--- src/rtl/nibble_scan_ctrl_pkg.sv ---
// Shared state encoding and constants for the nibble scan controller.
package nibble_scan_ctrl_pkg;

  typedef enum logic [1:0] {
    ST_IDLE  = 2'd0,
    ST_DRIVE = 2'd1,
    ST_DONE  = 2'd2
  } state_e;

  localparam logic [3:0] LAST_CODE = 4'd15;

endpackage

--- src/rtl/nibble_scan_ctrl_timer.sv ---
// Hold-cycle counter: flags the settle-sample cycle and the last hold cycle
// of each code driven by the scan controller.
module scan_hold_timer #(
  parameter int TICK_DIV = 4,
  parameter int SETTLE   = 2
) (
  input  logic clk,
  input  logic rst_n,
  input  logic clr_i,
  input  logic en_i,
  output logic sample_pulse_o,
  output logic step_pulse_o
);

  if (TICK_DIV < 2 || SETTLE < 0 || SETTLE >= TICK_DIV) begin : g_bad_param
    $error("scan_hold_timer: need TICK_DIV>=2 and 0<=SETTLE<TICK_DIV");
  end

  localparam int W = $clog2(TICK_DIV);
  localparam logic [W-1:0] LAST = W'(TICK_DIV - 1);
  localparam logic [W-1:0] SAMP = W'(SETTLE);

  logic [W-1:0] cnt_q, cnt_d;

  always_comb begin
    cnt_d = cnt_q;
    if (clr_i) begin
      cnt_d = '0;
    end else if (en_i) begin
      cnt_d = (cnt_q == LAST) ? '0 : cnt_q + W'(1);
    end
  end

  always_ff @(posedge clk or negedge rst_n) begin
    if (!rst_n) cnt_q <= '0;
    else        cnt_q <= cnt_d;
  end

  assign sample_pulse_o = en_i && !clr_i && (cnt_q == SAMP);
  assign step_pulse_o   = en_i && !clr_i && (cnt_q == LAST);

endmodule

--- src/rtl/nibble_scan_ctrl.sv ---
// Drives codes 0..15 into a 4-bit combinational block, samples its F output
// and builds a truth vector plus a count of ones.
module nibble_scan_ctrl
  import nibble_scan_ctrl_pkg::*;
#(
  parameter int TICK_DIV = 4,
  parameter int SETTLE   = 2
) (
  input  logic        clk,
  input  logic        rst_n,
  input  logic        start,
  input  logic        abort,
  input  logic        f_in,
  output logic [3:0]  n_out,
  output logic        busy,
  output logic        done,
  output logic        valid,
  output logic [15:0] truth,
  output logic [4:0]  minterm_cnt
);

  state_e      st_q, st_d;
  logic [3:0]  n_q, n_d;
  logic        busy_q, busy_d;
  logic        done_q, done_d;
  logic        valid_q, valid_d;
  logic [15:0] truth_q, truth_d;
  logic [4:0]  cnt_q, cnt_d;
  logic        sample_p, step_p;
  logic        t_clr, t_en;

  // Timer only runs in DRIVE; any abort leaves it cleared for the next scan.
  assign t_en  = (st_q == ST_DRIVE);
  assign t_clr = (st_q != ST_DRIVE) || abort;

  scan_hold_timer #(
    .TICK_DIV (TICK_DIV),
    .SETTLE   (SETTLE)
  ) u_timer (
    .clk            (clk),
    .rst_n          (rst_n),
    .clr_i          (t_clr),
    .en_i           (t_en),
    .sample_pulse_o (sample_p),
    .step_pulse_o   (step_p)
  );

  always_comb begin
    st_d    = st_q;
    n_d     = n_q;
    busy_d  = busy_q;
    done_d  = 1'b0;
    valid_d = valid_q;
    truth_d = truth_q;
    cnt_d   = cnt_q;
    unique case (st_q)
      ST_IDLE: begin
        if (start && !abort) begin
          st_d    = ST_DRIVE;
          n_d     = 4'd0;
          busy_d  = 1'b1;
          valid_d = 1'b0;
          truth_d = '0;
          cnt_d   = '0;
        end
      end
      ST_DRIVE: begin
        if (abort) begin
          st_d    = ST_IDLE;
          n_d     = 4'd0;
          busy_d  = 1'b0;
          valid_d = 1'b0;
          truth_d = '0;
          cnt_d   = '0;
        end else begin
          if (sample_p) begin
            truth_d[n_q] = f_in;
            cnt_d        = cnt_q + {4'd0, f_in};
          end
          if (step_p) begin
            if (n_q == LAST_CODE) begin
              st_d    = ST_DONE;
              n_d     = 4'd0;
              busy_d  = 1'b0;
              done_d  = 1'b1;
              valid_d = 1'b1;
            end else begin
              n_d = n_q + 4'd1;
            end
          end
        end
      end
      ST_DONE: st_d = ST_IDLE;
      default: st_d = ST_IDLE;
    endcase
  end

  always_ff @(posedge clk or negedge rst_n) begin
    if (!rst_n) begin
      st_q    <= ST_IDLE;
      n_q     <= 4'd0;
      busy_q  <= 1'b0;
      done_q  <= 1'b0;
      valid_q <= 1'b0;
      truth_q <= '0;
      cnt_q   <= '0;
    end else begin
      st_q    <= st_d;
      n_q     <= n_d;
      busy_q  <= busy_d;
      done_q  <= done_d;
      valid_q <= valid_d;
      truth_q <= truth_d;
      cnt_q   <= cnt_d;
    end
  end

  assign n_out       = n_q;
  assign busy        = busy_q;
  assign done        = done_q;
  assign valid       = valid_q;
  assign truth       = truth_q;
  assign minterm_cnt = cnt_q;

endmodule

--- config.mk ---
export PLATFORM = sky130hd
export DESIGN_NAME = nibble_scan_ctrl
export DESIGN_NICKNAME = d
export VERILOG_FILES = /design/src/rtl/nibble_scan_ctrl_pkg.sv /design/src/rtl/nibble_scan_ctrl_timer.sv /design/src/rtl/nibble_scan_ctrl.sv
export SDC_FILE = /design/constraint.sdc
export NUM_CORES = 1
export LEC_CHECK = 0
export ABC_CLOCK_PERIOD_IN_PS = 2090
export BUFFER_PORTS_ARGS = -buffer_cell sky130_fd_sc_hd__clkbuf_2
export CAP_MARGIN = 10
export CORE_ASPECT_RATIO = 2
export CORE_MARGIN = 10
export CORE_UTILIZATION = 30
export DETAILED_ROUTE_END_ITERATION = 12
export GPL_ROUTABILITY_DRIVEN = 0
export SLEW_MARGIN = 20
export SYNTH_ARGS = -nofsm -noshare
export SYNTH_HDL_FRONTEND = slang
export SYNTH_HIERARCHICAL = 1
export SYNTH_SLANG_ARGS = --single-unit
--- constraint.sdc ---
create_clock -name clk -period 2.09 [get_ports clk]
set_input_delay 0.418 -clock clk [delete_from_list [all_inputs] [get_ports clk]]
set_output_delay 0.418 -clock clk [all_outputs]
set_load 0.01 [all_outputs]
==> flow_summary.toml <==
[floorplan]
die_w_um = 76.2
die_area_sq_um = 10100
die_h_um = 132
initial_core_util = 0.313
num_rows = 40
pin_count = 33
core-area_sq_um = 6060

[global_route]
grt_usage = 0.103
antenna_found_initial = 0
grt_pass1_vias = 1689
grt_first_pass_wirelength_um = 8490
grt_max_degree = 35
overflow = 0

[clocking]
clockBufferDepth = 2
post_cts_buffers = 0
cts_tree = "built"
clk_pin_slew_ns = 0.05
cts_hold_buf = 0
cts_buffers = 5
cts_resized = 0
cts-htree-levels = 2
clkSinkCount = 32
clk_latency_ns = 0.28
cts-root-buf = "clkbuf_16"

[setup_path]
crit_path_end_kind = "register"
critPathKind = "register to register"
worstPathMaxFanout = 11
cp_data_required_time_ns = 2.23
r2r-start = "st_q[1]$_DFFE_PN0P_"
cp-startpoint = "st_q[1]$_DFFE_PN0P_"
worstSetupStartpointType = "register"
endpoint = "truth[12]$_DFFE_PN0P_"
regToRegSetupSlack_ns = 0.16
rr_worst_depth = 7
critical_path_arrival_ns = 2.07
r2r_end = "truth[12]$_DFFE_PN0P_"

[detailed_routing]
dr.pass1.iters = 4
avgRoutedWirePerCell_um = 16.0
drt_iter0_markers = 73
drc = 0
antenna_left = 0
num_vias = 1638
wirelength_um = 5070
via_per_inst = 5.15

[power]
seqPwrFrac = 0.371
sw_frac_of_total = 0.256
power.density_nw_per_um2 = 767
power_frac_comb = 0.185
clkPwrFrac = 0.445
p_leak_nw = 1.07
p_int_w = 0.00136
p_sw_w = 0.000468
ir_worst_vdd_mv = 0.463

[yosys]
ys_types = 41
syn_area_sq_um = 1890
syn_nets = 207
synth_edf_count = 0
ys_warn_count = 6
yosysTopAreaCell = "dfrtp_1"
ys_async_sr_fraction = 1.00
syn_area_per_cell_sq_um = 9.76
postSynthCellCount = 194
synth_top_area_share = 0.423
synth_flop_cell = "dfrtp_1"
synth-seq-area-share = 0.423
synth_area_leaders = "dfrtp_1 (42%), a221oi_1 (7.9%), ha_1 (5.3%)"
ys_ff_latch = 32

[placed_design]
hpwlAfterDp_um = 3890
place_inst = 310
dp_slack_ns = 0.0459
port_buffers = 32

[cells_and_area]
nets = 246
stdcell_count = 318
final_cell_mix = "dfrtp_1 (32), clkbuf_2 (32), inv_1 (25)"
utilization = 0.393
syn_to_final_growth_pct = 25.7
diodes = 0
fillers = 627
layout-drive-gt1-share = 0.291

[timing]
layout_setup_ws_ns = 0.158
period_needed_ns = 1.93
rsz0062_at_grt = "false"
slew-limit-headroom = 0.449
worst_pin_slew_ns = 0.827
clock.fmax_mhz = 517
hold_ws_ns = 0.228
finalClockSkew_ns = 0.00558
drv_slew = 0
setup_viol = 0
min_period_over_period = 0.925
hold_viol_final = 0

[min_path]
hp-class = "input pin to async pin"

[status]
outcome = "finished, final reports clean"

[flow_run]
maxCapViolCount = 0
[layout make-up]
cell class / count / area (sq um) / share of cell area
inverters: 26 / 97.6 / 0.0410
well taps: 84 / 105 / 0.0441
clock buffers: 6 / 129 / 0.0541
repair buffers: 48 / 293 / 0.123
clock inverters: 2 / 35.0 / 0.0147
multi-input cells: 120 / 921 / 0.387
flip-flops and latches: 32 / 801 / 0.336
[kinds of logic (layout without fill, tap and decap cells)]
family,Yosys count,count (layout),synth area share
AOI/OAI and AO/OA,55,55,0.225
adders and majority gates,8,8,0.0528
buffers and inverters,42,82,0.0931
DFF,32,32,0.423
muxes,5,5,0.0271
and+or+nand+nor,52,52,0.179
[stage by stage]
step / TNS, ns / cell area [sq um] / power [W]
final: 0 / 2380 / 0.00183
after global routing: 0 / 2380 / 0.00192
after CTS: 0 / 2380 / 0.00185
after detailed placement: 0 / 2220 / 0.00103
after global placement: 0 / 2220 / 0.00103
after floorplan: -0.0300 / 1910 / 0.000901
[cells in the mapped netlist (all sizes together), types with 2 or more instances]
cell type / instances
nand3b: 8
nand3: 7
and3: 3
a32o: 3
a21oi: 4
ha: 8
o22ai: 16
nand2: 7
nand2b: 3
nand4: 4
buf: 7
inv: 26
a221oi: 17
or3b: 5
mux2i: 4
nor3: 3
dfrtp: 32
a221o: 3
nor2: 4
o211ai: 2
clkbuf: 9
and3b: 3
o21ai: 4
[state kept, by name, summed over array words and instances (netlist names)]
name and count:
truth 16, minterm_cnt 5, n_out 4, st_q 2, u_timer/cnt_q 2, busy 1
done 1, valid 1
[how the worst min path moves through the flow]
stage                      from                    to  slack (ns)  cells past startpoint
2_1_floorplan             rst_n      busy$_DFFE_PN0P_        0.12                      0
3_3_place_gp   busy$_DFFE_PN0P_      busy$_DFFE_PN0P_        0.50                      1
3_5_place_dp   busy$_DFFE_PN0P_      busy$_DFFE_PN0P_        0.49                      1
4_1_cts                   rst_n  truth[1]$_DFFE_PN0P_        0.28                      1
5_1_grt                   rst_n  n_out[3]$_DFFE_PN0P_        0.31                      1
6_report                  rst_n  truth[0]$_DFFE_PN0P_        0.23                      1
[per-layer routing]
metal	up-vias	share of wire	track usage	routed length (um)
li1	807	-	-	-
met1	788	0.37	0.0971	1860
met2	38	0.59	0.205	3010
met3	5	0.024	0.0191	124
met4	0	0.014	0.0405	71
met5	-	0	0	0
[worst max-delay path, cell delays in order, from the launching register on]
cell	delay (ns)
dfrtp_1	0.42
nor3b_4	0.21
inv_2	0.07
and3b_2	0.25
o21ai_2	0.16
buf_12	0.19
a221oi_1	0.36
o22ai_1	0.14
[power by group through the flow]
stage	Combinational, W	Sequential [W]	Clock (W)
floorplan	0.000212	0.000689	0
global placement	0.000339	0.000687	0
detailed placement	0.000341	0.000687	0
CTS	0.000342	0.000677	0.000833
global route	0.000374	0.000683	0.000866
finish	0.000337	0.000677	0.000813
Power figures use the tool's default switching activity.
